## src/rtl/pipe_pkg.sv

```systemverilog
// Shared definitions for the skid-buffered pipeline stage.
package pipe_pkg;

  // Occupancy encoding; the state value is also the occupancy output.
  typedef enum logic [1:0] {
    EMPTY = 2'd0,
    ONE   = 2'd1,
    TWO   = 2'd2
  } occ_e;

  // Bit replicated across the control bundle to form the default bubble (NOP).
  localparam logic BUBBLE_BIT = 1'b0;

endpackage

```

## src/rtl/pipe_slot.sv

```systemverilog
// One ctrl+data holding register with load and clear-to-bubble.
module pipe_slot #(
  parameter int                CTRL_W      = 16,
  parameter int                DATA_W      = 64,
  parameter logic [CTRL_W-1:0] BUBBLE_CTRL = '0
) (
  input  logic              clk,
  input  logic              rst,
  input  logic              clr_i,
  input  logic              ld_i,
  input  logic [CTRL_W-1:0] ctrl_i,
  input  logic [DATA_W-1:0] data_i,
  output logic [CTRL_W-1:0] ctrl_o,
  output logic [DATA_W-1:0] data_o
);

  logic [CTRL_W-1:0] ctrl_q;
  logic [DATA_W-1:0] data_q;

  // Clear beats load so an empty slot never holds stale or X contents.
  always_ff @(posedge clk) begin
    if (rst || clr_i) begin
      ctrl_q <= BUBBLE_CTRL;
      data_q <= '0;
    end else if (ld_i) begin
      ctrl_q <= ctrl_i;
      data_q <= data_i;
    end
  end

  assign ctrl_o = ctrl_q;
  assign data_o = data_q;

endmodule

```

## src/rtl/pipe_stage_skid.sv

```systemverilog
// Pipeline stage register with valid/ready, a 2-entry skid buffer and a
// flush that injects a bubble independently of back-pressure.
module pipe_stage_skid
  import pipe_pkg::*;
#(
  parameter int                CTRL_W      = 16,
  parameter int                DATA_W      = 64,
  parameter logic [CTRL_W-1:0] BUBBLE_CTRL = {CTRL_W{BUBBLE_BIT}}
) (
  input  logic              clk,
  input  logic              rst,
  input  logic              flush,
  input  logic              in_valid,
  output logic              in_ready,
  input  logic [CTRL_W-1:0] in_ctrl,
  input  logic [DATA_W-1:0] in_data,
  output logic              out_valid,
  input  logic              out_ready,
  output logic [CTRL_W-1:0] out_ctrl,
  output logic [DATA_W-1:0] out_data,
  output logic [1:0]        occupancy
);

  occ_e state_q, state_d;

  logic main_ld, main_clr, main_from_skid;
  logic skid_ld, skid_clr;
  logic in_fire, out_fire;

  logic [CTRL_W-1:0] skid_ctrl, main_ctrl_d;
  logic [DATA_W-1:0] skid_data, main_data_d;

  // Handshake signals depend only on the state register.
  assign in_ready  = (state_q != TWO);
  assign out_valid = (state_q != EMPTY);
  assign occupancy = state_q;
  assign in_fire   = in_valid & in_ready;
  assign out_fire  = out_valid & out_ready;

  // Next state and slot controls; flush empties both slots and drops any input.
  always_comb begin
    state_d        = state_q;
    main_ld        = 1'b0;
    main_clr       = 1'b0;
    main_from_skid = 1'b0;
    skid_ld        = 1'b0;
    skid_clr       = 1'b0;
    if (flush) begin
      state_d  = EMPTY;
      main_clr = 1'b1;
      skid_clr = 1'b1;
    end else begin
      unique case (state_q)
        EMPTY: if (in_fire) begin
          state_d = ONE;
          main_ld = 1'b1;
        end
        ONE: begin
          if (in_fire && out_fire) begin
            main_ld = 1'b1;
          end else if (in_fire) begin
            state_d = TWO;
            skid_ld = 1'b1;
          end else if (out_fire) begin
            state_d  = EMPTY;
            main_clr = 1'b1;
          end
        end
        TWO: if (out_fire) begin
          state_d        = ONE;
          main_ld        = 1'b1;
          main_from_skid = 1'b1;
          skid_clr       = 1'b1;
        end
        default: begin
          state_d  = EMPTY;
          main_clr = 1'b1;
          skid_clr = 1'b1;
        end
      endcase
    end
  end

  // Occupancy state register.
  always_ff @(posedge clk) begin
    if (rst) state_q <= EMPTY;
    else     state_q <= state_d;
  end

  assign main_ctrl_d = main_from_skid ? skid_ctrl : in_ctrl;
  assign main_data_d = main_from_skid ? skid_data : in_data;

  pipe_slot #(.CTRL_W(CTRL_W), .DATA_W(DATA_W), .BUBBLE_CTRL(BUBBLE_CTRL)) u_main (
    .clk    (clk),
    .rst    (rst),
    .clr_i  (main_clr),
    .ld_i   (main_ld),
    .ctrl_i (main_ctrl_d),
    .data_i (main_data_d),
    .ctrl_o (out_ctrl),
    .data_o (out_data)
  );

  pipe_slot #(.CTRL_W(CTRL_W), .DATA_W(DATA_W), .BUBBLE_CTRL(BUBBLE_CTRL)) u_skid (
    .clk    (clk),
    .rst    (rst),
    .clr_i  (skid_clr),
    .ld_i   (skid_ld),
    .ctrl_i (in_ctrl),
    .data_i (in_data),
    .ctrl_o (skid_ctrl),
    .data_o (skid_data)
  );

endmodule
```

## config.mk

```make
export PLATFORM = sky130hd
export DESIGN_NAME = pipe_stage_skid
export DESIGN_NICKNAME = d
export VERILOG_FILES = /design/src/rtl/pipe_pkg.sv /design/src/rtl/pipe_slot.sv /design/src/rtl/pipe_stage_skid.sv
export SDC_FILE = /design/constraint.sdc
export NUM_CORES = 1
export LEC_CHECK = 0
export BUFFER_PORTS_ARGS = -buffer_cell sky130_fd_sc_hd__buf_2
export CORE_MARGIN = 8
export CORE_UTILIZATION = 45
export DETAILED_ROUTE_END_ITERATION = 6
export PLACE_DENSITY = 0.79
export SYNTH_ARGS = -nofsm -noshare
export SYNTH_HDL_FRONTEND = slang
export SYNTH_SLANG_ARGS = --single-unit
```

## constraint.sdc

```tcl
create_clock -name clk -period 5 [get_ports clk]
set_clock_uncertainty 0.15 [all_clocks]
set_input_delay 0.75 -clock clk [delete_from_list [all_inputs] [get_ports clk]]
set_output_delay 0.75 -clock clk [all_outputs]
set_load 0.05 [all_outputs]
```

Yosys cells after proc, flatten, opt, wreduce, memory -nomap -nowiden

Cells that the tools add are included.
W data, S select, Z words.

Eq/ne operators: 7
Mux-type cells: 24
Bitwise logic cells: 2
Reduce and logical (&&, ||, !) cells: 9

Operators with widths:

| cell                 | count |
|---|---|
| $mux W64             | 1 |
| $mux W16             | 1 |
| $mux W1              | 13 |
| $mux W2              | 5 |
| $ne A2 B2 Y1 const B | 4 |
| $pmux W2 S3          | 1 |
| $reduce_or A2 Y1     | 3 |
| $pmux W1 S2          | 2 |
| $reduce_and A4 Y1    | 1 |
| $ne A3 B3 Y1 const B | 1 |
| $pmux W1 S3          | 1 |
| $and A1 B1 Y1        | 2 |
| $eq A2 B1 Y1 const B | 1 |
| $eq A2 B2 Y1 const B | 1 |
| $logic_not A2 Y1     | 1 |
| $logic_or A1 B1 Y1   | 2 |
| $reduce_bool A2 Y1   | 1 |
| $logic_and A1 B1 Y1  | 1 |

Register bits after elaboration: 162
Input bits: 85
Output and inout port bits: 84
Word-level logic and storage cells: 47

Longest topological paths before layout

Gate-level depths: netlist of run 1.

Depth in word-level cells: 8
Gate-level depth with buffers: 7
Gate-level depth less buffers: 4

Cells and area by module

Synthesis of run 1 repeated with hierarchy kept, for this count alone.

Cells, all modules: 627
Area total of the unflattened synthesis: 7358.3 µm²

Modules (own cells, without submodules):

| module          | times used | cells each | area an instance (µm²) | seq. area each (µm²) |
|---|---|---|---|---|
| pipe_slot       | 2          | 259        | 2907.8                 | 1601.5 |
| pipe_stage_skid | 1          | 109        | 1542.7                 | 40.0 |

Least setup slack after synthesis of run 1

No wires, ideal clock.

Path type: register to register
Start: reg state_q[1] (netlist: occupancy[1])
End: reg u_main.ctrl_q[10] (netlist: u_main.ctrl_o[10])
Library setup time: 0.146 ns
Data arrival time: 2.173 ns
Data required time: 4.704 ns
Slack: 2.531 ns
Cell stages (with the launch flop): 7
Path buffers: 2
Clock period less this slack: 2.469 ns
Cell sequence: dfxtp_1 nand2b_1 nor3b_1 buf_2 clkbuf_4 mux2i_1 a211oi_2

Elaborated cells between the ends (all ways): 22
Those cells by class: eq/ne: 3; mux: 12; bitwise: 2; reduce/logical: 5

RTL lines:

| what                                           | RTL line                                     | source |
|---|---|---|
| from (decl)                                    | pipe_stage_skid.sv:24                        | `occ_e state_q, state_d;` |
| from (signal assigned)                         | pipe_stage_skid.sv:87                        | `else state_q <= state_d;` |
| $ne A2 B2 Y1 (*)                               | pipe_stage_skid.sv:34                        | `assign in_ready = (state_q != TWO);` |
| named net in_ready                             | pipe_stage_skid.sv:14                        | `output logic in_ready,` |
| $and A1 B1 Y1 (*)                              | pipe_stage_skid.sv:37                        | `assign in_fire = in_valid & in_ready;` |
| $mux W1 or $logic_and A1 B1 Y1 (tied branches) | pipe_stage_skid.sv:61, pipe_stage_skid.sv:59 |  |
| $mux W1                                        | pipe_stage_skid.sv:59                        | `if (in_fire && out_fire) begin` |
| $pmux W1 S2                                    | pipe_stage_skid.sv:53                        | `unique case (state_q)` |
| $mux W1                                        | pipe_stage_skid.sv:48                        | `if (flush) begin` |
| $logic_or A1 B1 Y1                             | pipe_slot.sv:22                              | `if (rst \|\| clr_i) begin` |
| to (signal assigned)                           | pipe_slot.sv:26                              | `ctrl_q <= ctrl_i;` |
| to (decl)                                      | pipe_slot.sv:17                              | `logic [CTRL_W-1:0] ctrl_q;` |

The timed path passes the listed nets; every way through them passes the cells marked *.
A chain may end at the register's enable or synchronous reset.

Worst setup path in the final report of run 1

Start: reg state_q[1] (netlist: occupancy[1])
End: reg u_main.data_q[20] (netlist: u_main.data_o[20])

Longest elaborated chain between the ends: 8
Elaborated cells between the ends (all ways): 22
Those cells by class: eq/ne: 3; mux: 12; bitwise: 2; reduce/logical: 5

Ends and longest elaborated chain:

| what                 | RTL line                                     | source |
|---|---|---|
| $reduce_bool A2 Y1   | pipe_stage_skid.sv:35                        | `assign out_valid = (state_q != EMPTY);` |
| $and A1 B1 Y1        | pipe_stage_skid.sv:38                        | `assign out_fire = out_valid & out_ready;` |
| $mux W1              | pipe_stage_skid.sv:64, pipe_stage_skid.sv:69 |  |
| $mux W1              | pipe_stage_skid.sv:61                        | `end else if (in_fire) begin` |
| $mux W1              | pipe_stage_skid.sv:59                        |  |
| $pmux W1 S2          | pipe_stage_skid.sv:53                        |  |
| $mux W1              | pipe_stage_skid.sv:48                        |  |
| $logic_or A1 B1 Y1   | pipe_slot.sv:22                              |  |
| to (signal assigned) | pipe_slot.sv:27                              | `data_q <= data_i;` |
| to (decl)            | pipe_slot.sv:18                              | `logic [DATA_W-1:0] data_q;` |

Parallel ways exist; a longest one is shown, timed or not.

==> results.py, run 1 <==
metrics = {
    "status": {
        "status": "complete, no violations",
    },
    "die": {
        "fp.dieW_microns": 139,
        "fp-row-count": 45,
        "core_sq_um": 15000,
        "start_util_pct": 45.3,
        "dieArea_sq_um": 19300,
        "ios": 169,
        "die_y_microns": 139,
    },
    "cts": {
        "clock_latency_ns": 0.41,
        "ctsHtreeMaxLevel": 4,
        "numCtsBuffers": 17,
        "ctsHoldBuffers": 0,
        "cts_setup_buffers": 0,
        "cts_tree": "done",
        "clk_pin_slew_worst_paths_ns": 0.06,
        "cts_buffer_depth": 2,
        "root_buffer": "clkbuf_16",
        "cts.sinks": 162,
        "cts_resized": 0,
    },
    "layout": {
        "finalNetCount": 949,
        "diodes": 0,
        "multi_input_area_sq_um": 3280,
        "finish.instance_area_sq_um": 8270,
        "final_layout_size_suffix_gt1_share_pct": 33.9,
        "fillers": 1337,
        "register_area_sq_um": 3240,
        "instances_no_fill": 1065,
        "fin_util_pct": 55.2,
        "syn2layout_area_growth_pct": 21.8,
    },
    "timing": {
        "fin_crit_ns": 2.54,
        "finalCritPeriodShare_pct": 50.9,
        "setup_total_negative_slack_ns": 0,
        "slew_headroom_pct": 31.0,
        "rsz0062_at_grt": "false",
        "max_slew.worst_pin.slew_ns": 1.04,
        "finalSetupViolCount": 0,
        "drv_slew": 0,
        "fmax_mhz": 393,
        "hold_violations": 0,
    },
    "grt": {
        "grt_pass1_vias": 5790,
        "grt_max_degree": 81,
        "grtUsageTotal_pct": 18.2,
        "grt_pass1_wl_mm": 28.8,
        "antenna_found_initial": 0,
        "grt-ovfl-total": 0,
    },
    "critical_path": {
        "critPathKind": "register to register",
        "crit_fanout": 58,
        "crit_slowest_cell": "buf_4",
        "crit_chain": "nand2b_1 -> nor3b_2 -> buf_4 -> mux2i_1 -> a211oi_2",
        "worst_setup_path_start_kind": "register",
        "cp-end-kind": "register",
        "critPathTopFamily": "buffers and inverters",
        "cp.arrival_ns": 2.64,
        "path_buf_inv": 1,
        "critPathMaxStageDelay_ns": 0.84,
        "crit_required_ns": 5.10,
    },
    "synthesis": {
        "syn-num-nets": 812,
        "synth_seq_cells": 162,
        "synth_async_sr_flop_share_pct": 0,
        "synth.distinct_cells": 25,
        "seq_area_frac_synth_pct": 47.8,
        "synth_top_flop_cell": "dfxtp_1",
        "yosysWarnings": 0,
        "syn_inst": 727,
        "netlist_area_sq_um": 6790,
        "syn_avg_cell_area_sq_um": 9.34,
        "synth-edff-count": 0,
    },
    "placed_design": {
        "dpl-instance-area_sq_um": 7680,
        "portBuffers": 168,
        "post-place-cells": 1033,
        "dp_hpwl_mm": 11.0,
        "gp_congestion": 0.735,
    },
    "drt": {
        "first_pass_iters": 4,
        "vias": 5607,
        "drtIter0Drc": 334,
        "viasPerCell": 5.26,
        "totalWireLength_mm": 17.3,
        "final_antenna_net_count": 0,
        "avgRoutedWirePerCell_microns": 16.2,
        "drcViolationCount": 0,
    },
    "power": {
        "power_density_nw_per_um2": 364,
        "peakVddDrop_mv": 0.218,
        "leakagePower_nw": 3.06,
    },
    "worst_hold_path": {
        "hp-class": "register to register",
    },
    "flow_run": {
        "maxCapViolations": 0,
    },
}
-- state kept, by name, indices dropped and copies added (netlist names) --
register,flops
u_main.ctrl_o,16
u_main.data_o,64
occupancy,2
u_skid.data_o,64
u_skid.ctrl_o,16
-- Yosys cell counts, types with 2 or more instances --
cell	number	area [sq um]
nand2_1	164	616
dfxtp_1	162	3240
a21oi_1	82	410
nor2_1	81	304
a211oi_2	80	1000
mux2i_1	80	801
clkbuf_1	41	154
clkbuf_4	8	60.1
buf_4	7	52.6
nand2b_1	3	18.8
buf_2	2	10.0
buf_6	2	22.5
nor2b_1	2	12.5
o21ai_1	2	10.0
-- per-stage QoR --
step	hold WS, ns	power (mW)	setup WS [ns]
floorplan	0.286	1.64	2.53
global placement	0.291	1.75	2.06
detailed placement	0.298	1.76	2.02
CTS	0.306	3.05	2.46
global route	0.322	3.12	2.26
finish	0.303	3.01	2.46
-- worst reg2reg max path: cells and delay by family, from the launching register on --
| kind | cells | cell delay, ns |
|---|---|---|
| DFF | 1 | 0.48 |
| and+or+nand+nor | 2 | 0.42 |
| muxes | 1 | 0.38 |
| buffers and inverters | 1 | 0.84 |
| AOI/OAI and AO/OA | 1 | 0.10 |
-- logic make-up after synthesis --
kind of cell / synth area share [%]
AO/OA/AOI/OAI: 21.3
buffers and inverters: 4.46
flip-flops: 47.8
multiplexers: 11.8
AND/OR/NAND/NOR: 14.7
-- cell usage in the layout (no fill, tap or decap), types with 2 or more instances in the layout --
cell type	n
buf_2	168
dfxtp_1	162
o21ai_1	2
nand2_1	162
clkinv_2	4
a21oi_1	82
nand2b_1	3
a211oi_2	80
clkinv_4	3
buf_4	10
mux2i_1	80
nor2_1	81
clkbuf_16	17
clkbuf_8	2
bufinv_16	2
inv_6	2
-- metal layers --
layer  part of all wire (%)  wire length (microns)  vias up  GRT usage, %
li1                       -                      -     2762             -
met1                     45                   7790     2685          21.2
met5                      0                      0        -             0
met3                    4.7                    813       14          4.68
met2                     49                   8490      146          31.4
met4                    1.2                    213        0          6.93
-- layout make-up --
| cell class | count | area share (%) |
|---|---|---|
| clock buffer | 20 | 5.52 |
| timing repair buffer | 178 | 11.1 |
| sequential | 162 | 39.2 |
| tap | 188 | 2.84 |
| multi-input combinational | 504 | 39.7 |
| clock inverter | 12 | 1.59 |
| inverter | 1 | 0.0454 |
-- final timing paths --
| check | start | to | slack [ns] | cells past startpoint |
|---|---|---|---|---|
| worst max-delay path | occupancy[1]$_SDFFE_PP0P_ | u_main.data_o[20]$_SDFFE_PP0P_ | 2.46 | 5 |
| worst min-delay path | u_skid.data_o[13]$_SDFFE_PP0P_ | u_skid.data_o[13]$_SDFFE_PP0P_ | 0.30 | 2 |
| worst max register to register | occupancy[1]$_SDFFE_PP0P_ | u_main.data_o[20]$_SDFFE_PP0P_ | 2.46 | 5 |
| worst min register to register | u_skid.data_o[13]$_SDFFE_PP0P_ | u_skid.data_o[13]$_SDFFE_PP0P_ | 0.30 | 2 |
-- report_power, final --
group | switching, mW | internal, mW | total, mW
Combinational | 0.277 | 0.104 | 0.380
Clock | 0.517 | 0.764 | 1.28
Sequential | 0.0199 | 1.33 | 1.35
(Power assumes the default switching activity.)
==> run 2, diff against run 1 <==
--- a/config.mk
+++ b/config.mk
@@ -9,7 +9,7 @@
 export CORE_MARGIN = 8
 export CORE_UTILIZATION = 45
 export DETAILED_ROUTE_END_ITERATION = 6
-export PLACE_DENSITY = 0.79
+export PLACE_DENSITY = 0.82
 export SYNTH_ARGS = -nofsm -noshare
 export SYNTH_HDL_FRONTEND = slang
 export SYNTH_SLANG_ARGS = --single-unit
==> constraint.sdc (replaced) <==
create_clock -name clk -period 2.17 [get_ports clk]
set_clock_uncertainty 0.15 [all_clocks]
set_input_delay 0.3255 -clock clk [delete_from_list [all_inputs] [get_ports clk]]
set_output_delay 0.3255 -clock clk [all_outputs]
set_load 0.05 [all_outputs]
==> run 2 against run 1 <==
Die area stayed put. Clock power is 130% higher. Final cell count is 6.0% higher. Register-to-register slack worse by 2.3 ns. Critical path type is now input pin to register. Largest cell class unchanged.
==> results.py, run 2 (synthesized netlist as in run 1, its figures left out) <==
metrics = {
    "layout": {
        "final_layout_size_suffix_gt1_share_pct": 32.1,
        "diodes": 0,
        "fin_util_pct": 60.4,
        "instances_no_fill": 1129,
        "syn2layout_area_growth_pct": 33.1,
        "fillers": 1201,
        "finalNetCount": 1013,
        "layout_commonest_cell": "buf_2",
        "finish.instance_area_sq_um": 9040,
        "layout_common_cells": "buf_2 (168), nand2_1 (162), dfxtp_1 (161)",
    },
    "flow_run": {
        "maxCapViolations": 0,
    },
    "timing": {
        "hold_violations": 0,
        "max_slew.worst_pin.slew_ns": 0.511,
        "rsz0062_at_grt": "false",
        "setup_total_negative_slack_ns": 0,
        "fin_crit_ns": 2.05,
        "drv_slew": 0,
        "slew_headroom_pct": 66.0,
        "fmax_mhz": 489,
        "finalCritPeriodShare_pct": 94.3,
        "finalSetupViolCount": 0,
    },
    "drt": {
        "viasPerCell": 5.21,
        "avgRoutedWirePerCell_microns": 16.4,
        "vias": 5879,
        "totalWireLength_mm": 18.5,
        "final_antenna_net_count": 0,
        "drtIter0Drc": 328,
        "drcViolationCount": 0,
        "first_pass_iters": 6,
    },
    "placed_design": {
        "dpl-instance-area_sq_um": 7860,
        "dp_hpwl_mm": 11.2,
        "portBuffers": 168,
        "post-place-cells": 1040,
        "gp_congestion": 0.743,
    },
    "critical_path": {
        "rrSetupSlack_ns": 0.17,
        "cp-end-kind": "register",
        "crit_required_ns": 2.29,
        "crit_slowest_cell": "dlygate4sd3_1",
        "regToRegEndpoint": "u_main.data_o[15]$_SDFFE_PP0P_",
        "critPathKind": "input pin to register",
        "critPathMaxStageDelay_ns": 0.54,
        "reg2reg_from": "occupancy[0]$_SDFFE_PP0P_",
        "path_buf_inv": 3,
        "cp.depth": 7,
        "worst_setup_path_start_kind": "input pin",
        "crit_chain": "dlygate4sd3_1 -> buf_2 -> nand2b_1 -> or3_4 -> buf_16 -> nand2_1 -> a21oi_1",
        "cp.arrival_ns": 2.17,
        "reg2reg_depth": 5,
        "critPathTopFamily": "buffers and inverters",
        "crit_fanout": 40,
    },
    "worst_hold_path": {
        "hold-path-endpoint": "u_skid.data_o[24]$_SDFFE_PP0P_",
        "min-delay-start": "in_data[24]",
        "hp-class": "input pin to register",
        "whs_path_depth": 3,
    },
    "cts": {
        "clock_latency_ns": 0.41,
        "clk_pin_slew_worst_paths_ns": 0.06,
        "numCtsBuffers": 17,
        "cts_tree": "done",
        "root_buffer": "clkbuf_16",
        "cts_buffer_depth": 2,
        "ctsHtreeMaxLevel": 4,
        "cts.sinks": 162,
        "cts_setup_buffers": 0,
    },
    "grt": {
        "grt-ovfl-total": 0,
        "grt_pass1_wl_mm": 30.3,
        "grt_pass1_vias": 6070,
        "grtUsageTotal_pct": 19.0,
        "grt_max_degree": 81,
        "antenna_found_initial": 0,
    },
    "power": {
        "p_total_mw": 7.01,
        "leakagePower_nw": 3.36,
        "peakVddDrop_mv": 0.511,
        "power_density_nw_per_um2": 776,
    },
    "die": {
        "ios": 169,
        "die_y_microns": 139,
        "dieArea_sq_um": 19300,
        "fp-row-count": 45,
        "fp.dieW_microns": 139,
        "start_util_pct": 45.3,
        "core_sq_um": 15000,
    },
    "status": {
        "status": "complete, no violations",
    },
}
-- run 2: changes by cell type in the layout (fill, tap and decap cells not counted), sizes merged --
cell | previous run | this run
clkinv | 7 | 1
clkinvlp | 1 | 3
clkbuf | 20 | 26
buf | 178 | 185
dlygate4sd3 | 0 | 56
inv | 3 | 2
-- run 2: timing repair --
item / CTS / global route
hold endpoints to repair: 56 / 0
setup endpoints to repair: 0 / 15
hold buffers: 56 / 0
gates resized for setup: 0 / 3
-- run 2: final cells by class --
type	count	area, sq um	area share (%)
tap	188	235	2.60
clock inverter	7	100	1.11
clock buffer	25	475	5.26
inverter	1	3.75	0.0415
sequential	162	3240	35.9
timing repair buffer	242	1690	18.7
multi-input combinational	504	3290	36.4
-- run 2: worst register-to-register path, delay by kind of cell, from the launching register on --
kind / cells / cell delay, ns
buf+inv: 1 / 0.31
simple gates: 2 / 0.54
compound gates: 1 / 0.11
flops: 1 / 0.37
mux: 1 / 0.39
-- run 2: metal layers --
| metal | share of wire, % | wire, microns | global-route usage (%) |
|---|---|---|---|
| met4 | 2.4 | 453 | 9.53 |
| met5 | 0 | 0 | 0 |
| met2 | 52 | 9530 | 33.6 |
| met1 | 42 | 7680 | 20.8 |
| met3 | 4.5 | 835 | 4.72 |
-- run 2: how the worst max path moves through the flow --
stage	startpoint	to	slack, ns
floorplan	occupancy[0]$_SDFFE_PP0P_	u_main.ctrl_o[10]$_SDFFE_PP0P_	0.004
detailed placement	out_ready	u_skid.data_o[7]$_SDFFE_PP0P_	0.20
CTS	out_ready	u_skid.data_o[19]$_SDFFE_PP0P_	0.07
global route	occupancy[0]$_SDFFE_PP0P_	u_main.data_o[15]$_SDFFE_PP0P_	0.07
finish	out_ready	u_skid.data_o[14]$_SDFFE_PP0P_	0.12
global placement	occupancy[0]$_SDFFE_PP0P_	u_main.data_o[30]$_SDFFE_PP0P_	0.24
-- run 2: report_power, final --
group          internal, mW  switching [mW]  total, mW
Sequential             3.06          0.0447       3.10
Combinational         0.322           0.664      0.986
Clock                  1.76            1.16       2.92
Total                  5.14            1.87       7.01
-- run 2: through the flow --
step,hold slack (ns),setup WS (ns)
floorplan,0.251,0.00447
global placement,0.291,0.237
detailed placement,0.296,0.202
CTS,0.000165,0.0682
global route,0.000630,0.0702
finish,0.0247,0.123
==> run 3, diff against run 2 <==
--- a/config.mk
+++ b/config.mk
@@ -7,9 +7,10 @@
 export LEC_CHECK = 0
 export BUFFER_PORTS_ARGS = -buffer_cell sky130_fd_sc_hd__buf_2
 export CORE_MARGIN = 8
-export CORE_UTILIZATION = 45
+export CORE_UTILIZATION = 25
 export DETAILED_ROUTE_END_ITERATION = 6
-export PLACE_DENSITY = 0.82
+export MAX_ROUTING_LAYER = met4
+export PLACE_DENSITY = 0.55
 export SYNTH_ARGS = -nofsm -noshare
 export SYNTH_HDL_FRONTEND = slang
 export SYNTH_SLANG_ARGS = --single-unit
==> run 3 against run 2 <==
Count of clock-buffer cells in the layout decreased by 7. Final area increased by 1.6%. Largest cell class unchanged. Register-to-register slack about the same. Core utilization fell by 26 points. Flip-flop and latch count did not move. Sequential power about the same. Worst hold slack got worse by 0.0055 ns. Critical path type is now register to register. Clock power rose by 5%. Maximum frequency is 2.4% higher.
==> results.py, run 3 (synthesized netlist as in run 1, its figures left out) <==
metrics = {
    "status": {
        "status": "complete, no violations",
    },
    "timing": {
        "fmax_mhz": 500,
        "drv_slew": 0,
        "fin_ws_ns": 0.171,
        "fin_crit_ns": 2.00,
        "finalSetupViolCount": 0,
        "hold_violations": 0,
        "setup_total_negative_slack_ns": 0,
        "max_slew.worst_pin.slew_ns": 0.756,
        "rsz0062_at_grt": "false",
        "finalCritPeriodShare_pct": 92.1,
        "slew_headroom_pct": 49.6,
    },
    "drt": {
        "drtIter0Drc": 309,
        "final_antenna_net_count": 0,
        "drcViolationCount": 0,
        "viasPerCell": 4.53,
        "vias": 5786,
        "totalWireLength_mm": 20.1,
        "avgRoutedWirePerCell_microns": 15.8,
        "first_pass_iters": 4,
    },
    "critical_path": {
        "critPathKind": "register to register",
        "worst_setup_path_start_kind": "register",
        "crit_start": "occupancy[0]$_SDFFE_PP0P_",
        "cp-end-kind": "register",
        "crit_required_ns": 2.31,
        "regToRegEndpoint": "u_main.data_o[34]$_SDFFE_PP0P_",
        "reg2reg_from": "occupancy[0]$_SDFFE_PP0P_",
        "reg2reg_depth": 5,
        "cp.arrival_ns": 2.14,
        "rrSetupSlack_ns": 0.17,
        "crit_fanout": 57,
    },
    "layout": {
        "layout_common_cells": "buf_2 (168), nand2_1 (162), dfxtp_1 (161)",
        "final_layout_size_suffix_gt1_share_pct": 32.4,
        "finalNetCount": 1009,
        "multi_input_area_sq_um": 3290,
        "layout_commonest_cell": "buf_2",
        "register_area_sq_um": 3240,
        "syn2layout_area_growth_pct": 35.3,
        "instances_no_fill": 1276,
        "fin_util_pct": 34.3,
        "diodes": 0,
        "fillers": 2761,
    },
    "die": {
        "die_y_microns": 181,
        "fp.dieW_microns": 181,
        "ios": 169,
        "dieArea_sq_um": 32700,
        "fp-row-count": 60,
        "start_util_pct": 25.3,
        "core_sq_um": 26800,
    },
    "worst_hold_path": {
        "whs_path_depth": 3,
        "hold-path-endpoint": "u_skid.data_o[5]$_SDFFE_PP0P_",
        "hp-class": "input pin to register",
        "min-delay-start": "in_data[5]",
    },
    "grt": {
        "antenna_found_initial": 0,
        "grt_pass1_wl_mm": 32.4,
        "grtUsageTotal_pct": 12.6,
        "grt-ovfl-total": 0,
        "grt_max_degree": 58,
        "grt_pass1_vias": 5959,
    },
    "placed_design": {
        "portBuffers": 168,
        "gp_congestion": 0.704,
        "post-place-cells": 1192,
        "dp_hpwl_mm": 12.6,
        "pre_cts_slack_ns": 0.172,
    },
    "cts": {
        "clk_pin_slew_worst_paths_ns": 0.07,
        "ctsHtreeMaxLevel": 4,
        "cts_tree": "done",
        "cts_buffer_depth": 2,
        "clock_latency_ns": 0.41,
        "root_buffer": "clkbuf_16",
        "numCtsBuffers": 17,
        "cts.sinks": 162,
        "cts_setup_buffers": 0,
    },
    "power": {
        "leakagePower_nw": 3.35,
        "peakVddDrop_mv": 0.391,
        "power_density_nw_per_um2": 780,
    },
    "flow_run": {
        "maxCapViolations": 0,
    },
}
run 3: critical path, cell delays in order, from the launching register on:
cell and delay [ns]:
dfxtp_1 0.37, nand2b_2 0.23, nor3b_2 0.29, buf_12 0.42, mux2i_1 0.29, a211oi_2 0.09
run 3: power breakdown:
group,switching [mW],total [mW],internal [mW]
Combinational,0.670,0.992,0.323
Sequential,0.0465,3.10,3.06
Clock,1.27,3.07,1.81
Total,1.98,7.17,5.19
run 3: layout make-up:
cell class / instances / share of cell area [%]
Timing Repair Buffer: 238 / 17.8
Multi-Input combinational cell: 504 / 35.8
Clock inverter: 12 / 1.73
Tap cell: 341 / 4.64
Clock buffer: 18 / 4.67
Inverter: 1 / 0.0409
Sequential cell: 162 / 35.3
run 3: worst max path at each step:
stage / end / slack [ns] / cells past startpoint
floorplan: u_main.ctrl_o[10]$_SDFFE_PP0P_ / 0.004 / 6
global placement: u_main.data_o[38]$_SDFFE_PP0P_ / 0.21 / 5
detailed placement: u_main.data_o[40]$_SDFFE_PP0P_ / 0.17 / 5
CTS: u_main.data_o[7]$_SDFFE_PP0P_ / 0.15 / 5
global route: u_main.data_o[38]$_SDFFE_PP0P_ / 0.01 / 5
finish: u_main.data_o[34]$_SDFFE_PP0P_ / 0.17 / 5
run 3: stage by stage:
step           area [sq um]  total power [mW]  hold slack [ns]
5_1_grt                9190              7.47          0.00335
3_3_place_gp           8060              4.09            0.291
3_5_place_dp           8060              4.10            0.296
6_report               9190              7.17           0.0192
2_1_floorplan          6790              3.79            0.251
4_1_cts                9190              7.30         0.000665
run 3: what timing repair did:
action                    in CTS  in global routing
hold buffers                  54                  0
hold endpoints to repair      55                  0
resized for setup              0                  0
run 3: metal layers:
layer  wire, microns  global-route usage (%)  vias up
met1            9130                    14.6     2772
met4             397                    4.56        0
met3             599                    2.43       19
met2            9990                    21.4      111
met5               0                       -        -
li1                -                       -     2884
